**src/rtl/syn_fifo_module.sv**
```systemverilog
// Single-clock FIFO with standard or first-word-fall-through read, programmable
// almost-full/almost-empty thresholds, occupancy count and overflow/underflow pulses.
module syn_fifo_module #(
    parameter int P_DATA_WIDTH = 8,
    parameter int P_ADDR_DEPTH = 16,
    parameter int P_FWFT       = 0,
    parameter int P_AFULL_TH   = 14,
    parameter int P_AEMPTY_TH  = 2
) (
    input  logic                              i_clk,
    input  logic                              i_rst_n,
    input  logic                              i_wr_en,
    input  logic [P_DATA_WIDTH-1:0]           i_wdata,
    output logic                              o_wfull,
    output logic                              o_afull,
    input  logic                              i_rd_en,
    output logic [P_DATA_WIDTH-1:0]           o_rdata,
    output logic                              o_rempty,
    output logic                              o_aempty,
    output logic [$clog2(P_ADDR_DEPTH):0]     o_data_cnt,
    output logic                              o_overflow,
    output logic                              o_underflow
);

    localparam int L_AW    = $clog2(P_ADDR_DEPTH);
    localparam int L_CNT_W = L_AW + 1;

    localparam logic [L_CNT_W-1:0] L_DEPTH     = L_CNT_W'(P_ADDR_DEPTH);
    localparam logic [L_CNT_W-1:0] L_AFULL_TH  = L_CNT_W'(P_AFULL_TH);
    localparam logic [L_CNT_W-1:0] L_AEMPTY_TH = L_CNT_W'(P_AEMPTY_TH);

    logic [P_DATA_WIDTH-1:0] r_mem [P_ADDR_DEPTH];
    logic [L_AW-1:0]         r_wptr;
    logic [L_AW-1:0]         r_rptr;
    logic [L_CNT_W-1:0]      r_cnt;
    logic                    r_overflow;
    logic                    r_underflow;

    logic                    w_full;
    logic                    w_empty;
    logic                    w_wr_ok;
    logic                    w_rd_ok;
    logic [P_DATA_WIDTH-1:0] w_head;
    logic [P_DATA_WIDTH-1:0] w_rdata;

    // Flags come straight from the registered count, so they trail the edge that changed it.
    assign w_full  = (r_cnt == L_DEPTH);
    assign w_empty = (r_cnt == '0);
    assign w_wr_ok = i_wr_en && !w_full;
    assign w_rd_ok = i_rd_en && !w_empty;
    assign w_head  = r_mem[r_rptr];

    always_ff @(posedge i_clk) begin
        if (w_wr_ok) begin
            r_mem[r_wptr] <= i_wdata;
        end
    end

    always_ff @(posedge i_clk or negedge i_rst_n) begin
        if (!i_rst_n) begin
            r_wptr <= '0;
            r_rptr <= '0;
        end else begin
            if (w_wr_ok) begin
                r_wptr <= r_wptr + L_AW'(1);
            end
            if (w_rd_ok) begin
                r_rptr <= r_rptr + L_AW'(1);
            end
        end
    end

    always_ff @(posedge i_clk or negedge i_rst_n) begin
        if (!i_rst_n) begin
            r_cnt <= '0;
        end else begin
            case ({w_wr_ok, w_rd_ok})
                2'b10:   r_cnt <= r_cnt + L_CNT_W'(1);
                2'b01:   r_cnt <= r_cnt - L_CNT_W'(1);
                default: r_cnt <= r_cnt;
            endcase
        end
    end

    always_ff @(posedge i_clk or negedge i_rst_n) begin
        if (!i_rst_n) begin
            r_overflow  <= 1'b0;
            r_underflow <= 1'b0;
        end else begin
            r_overflow  <= i_wr_en && w_full;
            r_underflow <= i_rd_en && w_empty;
        end
    end

    generate
        if (P_FWFT != 0) begin : g_fwft
            // Head is shown combinationally; forced to zero while empty so reset reads back 0.
            assign w_rdata = w_empty ? '0 : w_head;
        end else begin : g_std
            logic [P_DATA_WIDTH-1:0] r_rdata;

            always_ff @(posedge i_clk or negedge i_rst_n) begin
                if (!i_rst_n) begin
                    r_rdata <= '0;
                end else if (w_rd_ok) begin
                    r_rdata <= w_head;
                end
            end

            assign w_rdata = r_rdata;
        end
    endgenerate

    assign o_rdata     = w_rdata;
    assign o_wfull     = w_full;
    assign o_rempty    = w_empty;
    assign o_afull     = (r_cnt >= L_AFULL_TH);
    assign o_aempty    = (r_cnt <= L_AEMPTY_TH);
    assign o_data_cnt  = r_cnt;
    assign o_overflow  = r_overflow;
    assign o_underflow = r_underflow;

endmodule
```
**config.mk**
```make
export PLATFORM = sky130hd
export DESIGN_NAME = syn_fifo_module
export DESIGN_NICKNAME = d
export VERILOG_FILES = /design/src/rtl/syn_fifo_module.sv
export SDC_FILE = /design/constraint.sdc
export NUM_CORES = 1
export LEC_CHECK = 0
export ABC_AREA = 1
export BUFFER_PORTS_ARGS = -buffer_cell sky130_fd_sc_hd__buf_2
export CAP_MARGIN = 30
export CORE_AREA = 2 2 110 112
export CTS_CLUSTER_SIZE = 10
export DETAILED_ROUTE_END_ITERATION = 6
export DIE_AREA = 0 0 112 114
export HOLD_SLACK_MARGIN = 0.12
export PLACE_DENSITY = 0.77
export SYNTH_ARGS = -nofsm -noshare
export SYNTH_HDL_FRONTEND = slang
export SYNTH_SLANG_ARGS = --single-unit
```
**constraint.sdc**
```tcl
create_clock -name i_clk -period 5.2 [get_ports i_clk]
set_input_delay 0.26 -clock i_clk [delete_from_list [all_inputs] [get_ports i_clk]]
set_output_delay 0.26 -clock i_clk [all_outputs]
set_load 0.01 [all_outputs]
```
-- Yosys cells after proc, flatten, opt, wreduce, memory -nomap -nowiden
Memories as Yosys holds them, arrays and structs flattened. A register that Yosys moved wholly into a read port is not among the register bits.
Cells that the tools add are included.
- flip-flop bits (word level): 15
- memory bits (writable): 128
- output and inout port bits: 19
- logic and storage cells: 27
- memories: 1
- memories (memory ; depth ; bits a word ; rd ports ; clocked after memory_dff ; write ports ; line ; source):
    r_mem ; 16 ; 8 ; 1 ; 1 ; 1 ; 32 ; logic [P_DATA_WIDTH-1:0] r_mem [P_ADDR_DEPTH];
- add/subtract/negate cells: 4
- magnitude comparators: 2
- equality and inequality tests: 3
- multiplexer cells: 3
- reduce and logical (&&, ||, !) cells: 9
- operators with widths (kind ; number):
    $pmux W5 S2 ; 1
    $add A4 B1 Y4 const B ; 2
    $add A5 B1 Y5 const B ; 1
    $eq A5 B5 Y1 const B ; 1
    $ge A5 B4 Y1 const B ; 1
    $le A5 B2 Y1 const B ; 1
    $logic_not A5 Y1 ; 1
    $sub A5 B1 Y5 const B ; 1
    $logic_and A1 B1 Y1 ; 4
    $logic_not A1 Y1 ; 3
    $eq A2 B1 Y1 const B ; 1
    $eq A2 B2 Y1 const B ; 1
    $mux W1 ; 2
    $reduce_bool A2 Y1 ; 1

-- Depth between registers and ports, before layout
Gate-level depths: netlist of run 1.
- word-level depth: 5
- depth in mapped cells: 15
- gate-level depth less buffers: 14

-- Worst setup path after synthesis of run 1
OpenSTA, ideal clock, no wires.
- path kind: register -> register
- start: reg r_cnt[1], in the netlist o_data_cnt[1]
- end: reg r_cnt[4], in the netlist o_data_cnt[4]
- library setup time: 0.117 ns
- arrival time: 2.222 ns
- slack: 2.861 ns
- cell stages (with the launch flop): 16
- buffers on the path: 1
- period minus slack after synthesis: 2.339 ns
- path through: dfrtp_1 -> nor4_4 -> nand2_2 -> nand2_4 -> inv_2 -> buf_6 -> ha_1 -> xor2_1 -> ha_1 -> inv_1 -> nand2_1 -> nand3_1 -> nand2_1 -> xor2_1 -> nand2_1 -> nand2_1
- word-level cells in the longest chain between the ends: 5
- elaborated cells between the ends (all ways): 12
- classes of those cells: add/sub (2); eq/ne (3); mux (1); reduce/logical (6)
- RTL lines (item ; line ; source):
    start, declared ; 35 ; logic [L_CNT_W-1:0] r_cnt;
    start signal, assigned ; 78 ; 2'b10: r_cnt <= r_cnt + L_CNT_W'(1);
    start signal, assigned ; 79 ; 2'b01: r_cnt <= r_cnt - L_CNT_W'(1);
    start signal, assigned ; 80 ; default: r_cnt <= r_cnt;
    $logic_not A5 Y1 * ; 48 ; assign w_empty = (r_cnt == '0);
    $logic_not A1 Y1 * ; 50 ; assign w_rd_ok = i_rd_en && !w_empty;
    $logic_and A1 B1 Y1 * ; 50 ;
    net w_rd_ok ; 42 ; logic w_rd_ok;
    $eq A2 B1 Y1 or $eq A2 B2 Y1 (tied branches) ; 77 ; case ({w_wr_ok, w_rd_ok})
    $pmux W5 S2 or $reduce_bool A2 Y1 (tied branches) ; - ;
Mark *: on every way through the listed nets, which the timed path passes. The rest lies on a longest branch.
A chain may end at the register's enable or synchronous reset.

-- Worst setup path after layout of run 1
- start: reg r_cnt[1], in the netlist o_data_cnt[1]
- end: reg r_cnt[4], in the netlist o_data_cnt[4]
- word-level cells in the longest chain between the ends: 5
- elaborated cells between the ends (all ways): 12
- classes of those cells: add/sub (2); eq/ne (3); mux (1); reduce/logical (6)
- RTL lines (item ; line):
    $eq A5 B5 Y1 or $logic_not A5 Y1 (tied branches) ; 47, 48
    $logic_not A1 Y1, on equally long branches ; 49, 50
    $logic_and A1 B1 Y1, on equally long branches ; 49, 50
    $eq A2 B1 Y1 or $eq A2 B2 Y1 (tied branches) ; 77
    $pmux W5 S2 or $reduce_bool A2 Y1 (tied branches) ; -
Several ways; a longest one is shown, not always the timed one.

==> summary.txt, run 1 <==
Outcome
  • Outcome: completed

Worst setup path
  • Delay of the slowest critical-path stage: approximately 470 ps
  • Setup crit end kind: register
  • CP top delay family: simple AND/OR/NAND/NOR gates
  • Critical Path Fanout Max: 24
  • Crit start category: register
  • Critical-path cell list: nor4_4, nand2_2, nand2_2, ha_1, xor2_1, ha_1, inv_1, nand2_1, nand3_1, nand2_1, xor2_1, nand2_1, nand2_1
  • Slowest-stage cell, CP: dfrtp_1
  • Crit path required time: 5560 ps
  • R2r setup slk: 2550 ps
  • Worst path bufs/invs: 1
  • RR Endpoint: o_data_cnt[4]$_DFFE_PN0P_
  • Most used cell, CP: nand2_1
  • CP arrival: 3000 ps
  • RR Startpoint: o_data_cnt[1]$_DFFE_PN0P_
  • WS Path Type: reg -> reg
  • Worst reg2reg path depth: 13

Clock tree
  • H-tree depth: 4
  • Post_cts resized: 0
  • Clock root buffer: clkbuf_16
  • Reg clk slew, reported paths: 60 ps
  • Clock Latency Late Sink: 420 ps
  • Clock Path Buffers: 2
  • CTS Buf Count: 17
  • Clock sinks: 151
  • CTS tree: built

Place
  • Placed insts: 855
  • DP HPWL: approximately 9300 µm
  • Gpl congestion: 0.901
  • DP Worst Slack: 2590 ps
  • I/O Buffers: 30
  • DP Area: about 7200 µm²

GRT
  • Met3 Use GR: between 7 and 8%
  • Initial antenna violation count: 0
  • Pin count of the biggest net entering global routing: between 60 and 70
  • Total global routing track utilization: about a quarter
  • Congestion Overflow GR: 0
  • Vias in the first global route: 4639
  • Most used routing layer: met2
  • First-pass GRT wire length: 23100 µm
  • Grt met2 use: 40.7%
  • GR met1 Demand/Resource: 29.8%

Power
  • Worst vdd ir: 0.000663 V
  • PwrDens: 545 nW/µm²
  • Tot Pwr: 4240 µW
  • Leak: 0.00357 µW

Detailed routing
  • WL/cell: 16.1 µm
  • Via count: between 4000 and 5000
  • Routed wire length: 14400 µm
  • DR pass1 iterations: 5
  • # DRC: 0
  • Detail Route Antenna Nets: 0
  • Vias per cell: 5.36
  • 1st-iter DRT viols: approximately 480

Cells and area
  • Fin nets: between 700 and 800
  • Finished Cell Area: between 7000 and 8000 µm²
  • # diodes: 0
  • Non-Filler Instances: 890
  • P&R area growth vs syn: 14.4%
  • Share of cells above drive strength 1: 11.7%

Floorplan
  • Floorplan row count: 40
  • Die span in x: approximately 110 µm
  • Die area: about 13000 µm²
  • # IOs: 31
  • Starting Density: 58.1%
  • Die Y: 114 µm
  • Core ar.: roughly 12000 µm²

Worst hold path
  • Hold Path Stages: 1
  • Hold Path End: r_mem[1][6]$_DFFE_PP_
  • Worst min path class: in -> reg
  • HP Start: i_wdata[6]

Run
  • Max Cap Violations: 0

Logic synthesis
  • Synth top cells by count: nand2_1 (234), edfxtp_1 (128), inv_1 (119)
  • Mapped Area: 6810 µm²
  • Post-synth ARST share: between 10% and 20%
  • Synth Instances: around 690
  • Net Count, Synth: 708
  • Post-synth top area cell: edfxtp_1
  • Avg Cell Area, Syn: slightly below 10 µm²
  • Number of synthesized flops with an enable pin: around 130
  • Top cell type's share of synthesized area: 56.5%
  • Synth Flop Type: edfxtp_1
  • Distinct cell type count after synthesis: 25
  • Yosys reg bits: 151
  • Count leader, synth: nand2_1
  • Synth top area cells: edfxtp_1 (56%), nand2_1 (13%), dfrtp_1 (8.5%), nand3_1 (7.6%), inv_1 (6.6%)
  • Synth Warn #: 0
  • Sequential share of the synthesized area: around two thirds

Timing
  • Tcrit/Tclk final: 50.9%
  • Max-slew violations: 0
  • Layout Skew: just over 7 ps
  • Final setup violation count: 0
  • RSZ-0062 raised after global routing: no
  • Slew @ Worst Pin: 808 ps
  • Final min period: 2650 ps
  • Slew margin rel.: about 46%
  • Final WS setup: 2550 ps
  • Setup TNS: 0 ps
  • Final Hold Viols: 0
  • Fmax: 378 MHz
[flip-flops by register name, indices dropped and copies added, names as in the netlist]
signal and count:
o_overflow 1, o_underflow 1, r_mem 128, o_data_cnt 5, r_rptr 4, o_rdata 8
r_wptr 4
[worst max path at each step]
stage / cells after the start / to / from
after floorplan: 15 / o_data_cnt[4]$_DFFE_PN0P_ / o_data_cnt[1]$_DFFE_PN0P_
after global placement: 13 / o_data_cnt[4]$_DFFE_PN0P_ / o_data_cnt[1]$_DFFE_PN0P_
after detailed placement: 13 / o_data_cnt[4]$_DFFE_PN0P_ / o_data_cnt[1]$_DFFE_PN0P_
after CTS: 13 / o_data_cnt[4]$_DFFE_PN0P_ / o_data_cnt[1]$_DFFE_PN0P_
after global routing: 13 / o_data_cnt[4]$_DFFE_PN0P_ / o_data_cnt[1]$_DFFE_PN0P_
final: 13 / o_data_cnt[4]$_DFFE_PN0P_ / o_data_cnt[1]$_DFFE_PN0P_
[power by group]
| group | total (µW) | switching, µW | internal, µW | leakage [µW] |
|---|---|---|---|---|
| clock network | 1240 | 476 | 761 | 0.000291 |
| registers | 1620 | 136 | 1480 | 0.00144 |
| logic | 1380 | 931 | 453 | 0.00184 |
[metal layers]
layer | vias up | wire length [µm] | share of wire, %
met5 | - | 0 | 0
met4 | 0 | 344 | 2.4
met3 | 29 | 1060 | 7.4
met2 | 178 | 7190 | 50
met1 | 2274 | 5770 | 40
li1 | 2293 | - | -
[per-stage QoR]
stage | utilization (%) | hold slack [ps]
CTS | 66.5 | 214
floorplan | - | -35.6
global placement | 60.6 | 251
detailed placement | 61.1 | 262
finish | 66.5 | 240
global route | 66.5 | 228
[what timing repair did]
action | 4_1_cts | 5_1_grt
hold endpoints to repair | 25 | 0
setup buffers | 0 | 0
hold buffers | 3 | 0
[cell type report]
type / count / area (µm²)
clock inverters: 13 / 171
repair buffers: 53 / 358
flip-flops and latches: 151 / 4420
inverters: 122 / 458
multi-input cells: 385 / 1760
fillers: 890 / 3920
well taps: 147 / 184
clock buffers: 19 / 433
[placed cells by master (no fill, tap or decap), types with 3 or more instances in the layout]
| cell | count |
|---|---|
| buf_2 | 32 |
| buf_4 | 16 |
| bufinv_16 | 3 |
| clkbuf_16 | 17 |
| clkinv_4 | 4 |
| dfrtp_1 | 22 |
| dlygate4sd3_1 | 3 |
| edfxtp_1 | 128 |
| ha_1 | 9 |
| inv_1 | 119 |
| inv_6 | 4 |
| nand2_1 | 234 |
| nand2_2 | 3 |
| nand3_1 | 103 |
| nor3_1 | 16 |
| o21ai_0 | 4 |
| xnor2_1 | 3 |
| xor2_1 | 5 |
[kinds of logic (layout without fill, tap and decap cells)]
logic type	Yosys count	count (layout)	share of synthesized area (%)
AOI/OAI and AO/OA	8	8	0.717
xor gates and xnor gates	8	8	1.03
adders and majority gates	9	9	1.65
buffers and inverters	151	207	9.15
DFF	151	151	64.9
and+or+nand+nor	360	360	22.5
Note: power is estimated with default switching activity, not from simulation.
==> run 2: changes to the inputs <==
Clock period 5.2 ns to 2.6 ns, I/O delays scaled along.
==> run 2 against run 1 <==
Compared with the run above: combinational power increased by 110%; final cell count up 0.67%; flip-flop and latch count unchanged; largest power group unchanged; final area grew 0.98%; critical path type unchanged; utilization grew 0.65 points; clock skew hardly changed; clock-buffer cell count is 2 lower; die area unchanged; non-clock buffer count grew 6; critical path depth is the same; sequential share of layout area fell by 0.55 points.
==> summary.txt, run 2 (synthesis results as in run 1) <==
Outcome
  • Outcome: completed (unchanged)

GRT
  • Pin count of the biggest net entering global routing: 68 (was 69)
  • Initial antenna violation count: 0 (unchanged)
  • Vias in the first global route: 4671 (was 4639)
  • Congestion Overflow GR: 0 (unchanged)
  • First-pass GRT wire length: 23900 µm (was 23100 µm)
  • Total global routing track utilization: 24.8% (was 24.1%)

Worst hold path
  • Worst min path class: in -> reg (unchanged)

Detailed routing
  • Via count: 4827 (was 4774)
  • WL/cell: 16.9 µm (was 16.1 µm)
  • DR pass1 iterations: 5 (unchanged)
  • Detail Route Antenna Nets: 0 (unchanged)
  • # DRC: 0 (unchanged)
  • Vias per cell: 5.39 (was 5.36)
  • 1st-iter DRT viols: 587 (was 475)
  • Routed wire length: 15100 µm (was 14400 µm)

Timing
  • RSZ-0062 raised after global routing: no (unchanged)
  • Final setup violation count: 0 (unchanged)
  • Tcrit/Tclk final: 90.4% (was 50.9%)
  • Layout Skew: 7.39 ps (was 7.14 ps)
  • Final min period: 2350 ps (was 2650 ps)
  • Slew margin rel.: 53.1% (was 46.1%)
  • Slew @ Worst Pin: 703 ps (was 808 ps)
  • Final Hold Viols: 0 (unchanged)
  • Hold_ws: 138 ps (was 240 ps)
  • Setup TNS: 0 ps (unchanged)
  • Fmax: 426 MHz (was 378 MHz)
  • Max-slew violations: 0 (unchanged)

Clock tree
  • CTS Buf Count: 17 (unchanged)
  • Clock Latency Late Sink: 410 ps (was 420 ps)
  • Reg clk slew, reported paths: 60 ps (about the same)
  • Clock Path Buffers: 2 (unchanged)
  • Clock sinks: 151 (unchanged)
  • CTS tree: built (unchanged)
  • Clock root buffer: clkbuf_16 (unchanged)
  • H-tree depth: 4 (unchanged)

Power
  • Worst vdd ir: 0.000947 V (was 0.000663 V)
  • PwrDens: 1110 nW/µm² (was 545 nW/µm²)
  • Leak: 0.00360 µW (was 0.00357 µW)

Cells and area
  • Register with the most flip-flops: r_mem (unchanged)
  • Fin nets: 757 (was 751)
  • # diodes: 0 (unchanged)
  • Most frequent cells in the layout: nand2_1 (234), edfxtp_1 (128), inv_1 (119), nand3_1 (103), buf_2 (34) (was nand2_1 (234), edfxtp_1 (128), inv_1 (119), nand3_1 (103), buf_2 (32))
  • Number of flip-flops in the largest register: 128 (unchanged)
  • P&R area growth vs syn: 15.6% (was 14.4%)
  • Share of cells above drive strength 1: 13.1% (was 11.7%)
  • Commonest non-fill, non-tap cell in the layout: nand2_1 (unchanged)

Place
  • DP HPWL: 9600 µm (was 9260 µm)
  • I/O Buffers: 30 (unchanged)
  • Gpl congestion: 0.890 (was 0.901)

Worst setup path
  • Slowest-stage cell, CP: dfrtp_1 (unchanged)
  • Worst path bufs/invs: 3 (was 1)
  • WS Path Type: reg -> reg (unchanged)
  • CP arrival: 2700 ps (was 3000 ps)
  • CP top delay family: simple AND/OR/NAND/NOR gates (unchanged)
  • Most used cell, CP: nand2_1 (unchanged)
  • Critical Path Fanout Max: 13 (was 24)
  • Crit start category: register (unchanged)
  • Crit path required time: 2950 ps (was 5560 ps)
  • Critical-path cell list: nor4_4, nand2_2, nand2_4, inv_2, ha_2, ha_1, inv_1, o21bai_1, inv_1, nand2_1, xor2_1, nand2_1, nand2_1 (was nor4_4, nand2_2, nand2_2, ha_1, xor2_1, ha_1, inv_1, nand2_1, nand3_1, nand2_1, xor2_1, nand2_1, nand2_1)
  • Delay of the slowest critical-path stage: 470 ps (about the same)
  • Setup crit end kind: register (unchanged)

Floorplan
  • Core ar.: 11700 µm² (unchanged)
  • # IOs: 31 (unchanged)
  • Die area: 12800 µm² (unchanged)
  • Die span in x: 112 µm (unchanged)
  • Starting Density: 58.1% (unchanged)
  • Floorplan row count: 40 (unchanged)
  • Die Y: 114 µm (unchanged)

Run
  • Max Cap Violations: 0 (unchanged)
-- run 2: metal layers --
layer / vias to the layer above / wire [µm] / track usage, %
met3: 24 / 1200 / 5.47
li1: 2297 / - / -
met4: 0 / 279 / 9.51
met2: 230 / 7430 / 40.4
met1: 2276 / 6200 / 33.1
met5: - / 0 / 0
-- run 2: cell type report --
| cell class | count | area (µm²) |
|---|---|---|
| flip-flops and latches | 151 | 4420 |
| fillers | 886 | 3850 |
| multi-input cells | 385 | 1770 |
| inverters | 122 | 458 |
| clock buffers | 17 | 425 |
| repair buffers | 59 | 378 |
| clock inverters | 15 | 225 |
| well taps | 147 | 184 |
-- run 2: power breakdown --
| part | internal (µW) | switching, µW | leakage [µW] |
|---|---|---|---|
| clock | 1710 | 950 | 0.000306 |
| sequential | 2970 | 231 | 0.00144 |
| combinational | 917 | 1960 | 0.00185 |
-- run 2: final timing paths --
path	from	to	slack, ps	depth (start not counted)
max	o_data_cnt[0]$_DFFE_PN0P_	o_data_cnt[4]$_DFFE_PN0P_	250	13
min	i_wdata[6]	r_mem[8][6]$_DFFE_PP_	140	1
max reg2reg	o_data_cnt[0]$_DFFE_PN0P_	o_data_cnt[4]$_DFFE_PN0P_	250	13
min reg2reg	o_rdata[0]$_DFFE_PN0P_	o_rdata[0]$_DFFE_PN0P_	480	2
max in group asynchronous	i_rst_n	r_rptr[0]$_DFFE_PN0P_	2000	2
min in group asynchronous	i_rst_n	o_data_cnt[2]$_DFFE_PN0P_	230	2
-- run 2: repair_timing --
item / 4_1_cts / 5_1_grt
setup endpoints to repair: 0 / 1
setup buffers: 0 / 1
hold buffers: 3 / 0
resized for setup: 0 / 2
endpoints found under the hold margin: 26 / 0
-- run 2: stage by stage --
stage / power [µW] / cells / instance area, µm² / setup slack (ps) / utilization (%)
after detailed placement: 6020 / 854 / 7130 / 194 / 60.9
after CTS: 8700 / 889 / 7810 / 156 / 66.7
final: 8740 / 896 / 7870 / 250 / 67.2
after global routing: 9200 / 896 / 7870 / 34.3 / 67.2
after floorplan: 5160 / 687 / 6810 / 261 / -
after global placement: 5950 / 852 / 7120 / 202 / 60.8
==> run 3: changes to the inputs <==
Settings changed: CORE_AREA 2 2 110 112 to 2 2 124 126, DIE_AREA 0 0 112 114 to 0 0 126 128, PLACE_DENSITY 0.77 to 0.65.
Clock period 2.6 ns to 2 ns, I/O delays scaled along.
==> run 3 against run 2 <==
Compared with the run above: the flow now finishes with violations (setup timing); setup slack got worse by 390 ps; final cell count increased by 8.3%; sequential power increased by 28%; flip-flop and latch count unchanged; non-clock buffer count increased by 33; routed wire length increased by 4.8%; worst hold slack improved by 15 ps; clock-buffer cell count increased by 6; via count increased by 1.8%; largest cell class unchanged.
==> summary.txt, run 3 (synthesis results as in run 1) <==
Worst setup path
  • RR Startpoint: o_data_cnt[2]$_DFFE_PN0P_ (was o_data_cnt[0]$_DFFE_PN0P_)
  • Slowest-stage cell, CP: dfrtp_2 (was dfrtp_1)
  • Worst setup path start: o_data_cnt[2]$_DFFE_PN0P_ (was o_data_cnt[0]$_DFFE_PN0P_)
  • Delay of the slowest critical-path stage: 420 ps (was 470 ps)
  • Worst reg2reg path depth: 13 (unchanged)
  • WS Path Type: reg -> reg (unchanged)
  • CP arrival: 2500 ps (was 2700 ps)
  • Worst path bufs/invs: 3 (unchanged)
  • RR Endpoint: o_data_cnt[4]$_DFFE_PN0P_ (unchanged)
  • Critical-path cell list: nor4_4, nand2_2, nand2_4, inv_4, ha_4, ha_4, inv_1, o21bai_1, inv_1, nand2_1, xor2_1, nand2_1, nand2_1 (was nor4_4, nand2_2, nand2_4, inv_2, ha_2, ha_1, inv_1, o21bai_1, inv_1, nand2_1, xor2_1, nand2_1, nand2_1)
  • Crit path required time: 2360 ps (was 2950 ps)
  • R2r setup slk: -140 ps (was 250 ps)
  • CP top delay family: simple AND/OR/NAND/NOR gates (unchanged)
  • Critical Path Fanout Max: 3 (was 13)
  • Crit start category: register (unchanged)
  • Setup crit end kind: register (unchanged)
  • Most used cell, CP: nand2_1 (unchanged)

Place
  • Placed insts: 920 (was 854)
  • I/O Buffers: 30 (unchanged)
  • Gpl congestion: 0.915 (was 0.890)
  • DP Worst Slack: -251 ps (was 194 ps)
  • DP HPWL: 10200 µm (was 9600 µm)

Cells and area
  • Most frequent cells in the layout: nand2_1 (230), edfxtp_1 (128), inv_1 (118), nand3_1 (101), buf_4 (50) (was nand2_1 (234), edfxtp_1 (128), inv_1 (119), nand3_1 (103), buf_2 (34))
  • Register with the most flip-flops: r_mem (unchanged)
  • Share of cells above drive strength 1: 17.4% (was 13.1%)
  • Number of flip-flops in the largest register: 128 (unchanged)
  • Non-Filler Instances: 970 (was 896)
  • P&R area growth vs syn: 21.7% (was 15.6%)
  • Commonest non-fill, non-tap cell in the layout: nand2_1 (unchanged)
  • Final Core Density: 55.7% (was 67.2%)
  • Fin nets: 790 (was 757)
  • # diodes: 0 (unchanged)

GRT
  • Congestion Overflow GR: 0 (unchanged)
  • Pin count of the biggest net entering global routing: 36 (was 68)
  • Initial antenna violation count: 0 (unchanged)
  • Total global routing track utilization: 20.2% (was 24.8%)
  • First-pass GRT wire length: 24500 µm (was 23900 µm)
  • Vias in the first global route: 4742 (was 4671)

Run
  • Max Cap Violations: 0 (unchanged)

Clock tree
  • Clock Latency Late Sink: 420 ps (was 410 ps)
  • H-tree depth: 4 (unchanged)
  • Reg clk slew, reported paths: 60 ps (about the same)
  • Clock Path Buffers: 2 (unchanged)
  • CTS tree: built (unchanged)
  • Clock root buffer: clkbuf_16 (unchanged)
  • CTS Buf Count: 17 (unchanged)
  • Clock sinks: 151 (unchanged)

Power
  • Switching part of the total: 35.2% (was 36.0%)
  • Logic gate share of total power: 36.4% (was 33.0%)
  • PwrDens: 1430 nW/µm² (was 1110 nW/µm²)
  • Sequential share of power: 34.8% (was 36.6%)
  • Net switching power figure: 4160 µW (was 3140 µW)
  • Internal: 7660 µW (was 5590 µW)
  • Worst vdd ir: 0.000705 V (was 0.000947 V)
  • Leak: 0.00376 µW (was 0.00360 µW)
  • Clock share of power: 28.8% (was 30.4%)

Detailed routing
  • Via count: 4914 (was 4827)
  • 1st-iter DRT viols: 344 (was 587)
  • WL/cell: 16.3 µm (was 16.9 µm)
  • Vias per cell: 5.07 (was 5.39)
  • # DRC: 0 (unchanged)
  • Routed wire length: 15800 µm (was 15100 µm)
  • Detail Route Antenna Nets: 0 (unchanged)
  • DR pass1 iterations: 4 (was 5)

Floorplan
  • Core ar.: 14900 µm² (was 11700 µm²)
  • Die span in x: 126 µm (was 112 µm)
  • Starting Density: 45.8% (was 58.1%)
  • Die area: 16100 µm² (was 12800 µm²)
  • # IOs: 31 (unchanged)
  • Die Y: 128 µm (was 114 µm)
  • Floorplan row count: 45 (was 40)

Outcome
  • Failing checks: setup timing
  • Outcome: finished with violations (was completed)

Worst hold path
  • Hold Path End: r_mem[12][1]$_DFFE_PP_ (was r_mem[8][6]$_DFFE_PP_)
  • HP Start: i_wdata[1] (was i_wdata[6])
  • Hold Path Stages: 1 (unchanged)
  • Worst min path class: in -> reg (unchanged)

Timing
  • Layout Skew: 11.4 ps (was 7.39 ps)
  • Slew margin rel.: 55.4% (was 53.1%)
  • Final WS setup: -143 ps (was 250 ps)
  • Final Hold Viols: 0 (unchanged)
  • Max-slew violations: 0 (unchanged)
  • Slew @ Worst Pin: 665 ps (was 703 ps)
  • Final min period: 2140 ps (was 2350 ps)
  • Final setup violation count: 3 (was 0)
  • Hold_ws: 153 ps (was 138 ps)
  • Tcrit/Tclk final: 107% (was 90.4%)
  • RSZ-0062 raised after global routing: yes (was no)
  • Fmax: 467 MHz (was 426 MHz)
[run 3: cell types whose count changed in the layout (fill, tap and decap cells not counted), sizes merged]
cell	change
clkinv	-2
inv	-2
dlygate4sd3	+6
clkinvlp	-2
clkbuf	+2
buf	+31
[run 3: power groups by stage]
stage / clock network (µW) / logic (µW) / registers (µW)
2_1_floorplan: 0 / 2510 / 4210
3_5_place_dp: 0 / 3950 / 4170
5_1_grt: 3550 / 4770 / 4140
3_3_place_gp: 0 / 3840 / 4150
6_report: 3410 / 4300 / 4110
4_1_cts: 3450 / 4080 / 4110
[run 3: worst max-delay path by stage]
stage | to | slack [ps] | depth (start not counted)
2_1_floorplan | o_data_cnt[4]$_DFFE_PN0P_ | -210 | 15
3_3_place_gp | o_data_cnt[4]$_DFFE_PN0P_ | -80 | 13
3_5_place_dp | o_data_cnt[4]$_DFFE_PN0P_ | -250 | 13
4_1_cts | o_data_cnt[4]$_DFFE_PN0P_ | -130 | 13
5_1_grt | o_data_cnt[4]$_DFFE_PN0P_ | -260 | 13
6_report | o_data_cnt[4]$_DFFE_PN0P_ | -140 | 13
[run 3: layer usage]
layer	track usage, %	up-vias	part of all wire [%]
met4	8.14	0	1.7
met3	4.05	27	5.3
li1	-	2368	-
met2	34.7	155	51
met1	25.3	2364	42
met5	0	-	0
[run 3: cell type report]
cell class	instances	area, µm²
Tap cell	188	235
Sequential cell	151	4420
Timing Repair Buffer	92	637
Fill cell	1280	6580
Inverter	122	460
Multi-Input combinational cell	385	1890
Clock buffer	23	458
Clock inverter	9	174
[run 3: repair_timing]
item | CTS | global route
endpoints found under the setup margin | 19 | 4
hold endpoints to repair | 106 | 0
pin swaps | 4 | 8
buffers inserted | 4 | 5
resized for setup | 13 | 12
hold buffers | 9 | 0
[run 3: stage by stage]
stage	instance area, µm²	TNS (ps)	total power (µW)
2_1_floorplan	6830	-286	6730
3_3_place_gp	7350	-334	7990
3_5_place_dp	7370	-1670	8120
4_1_cts	8170	-226	11600
5_1_grt	8280	-692	12500
6_report	8280	-344	11800
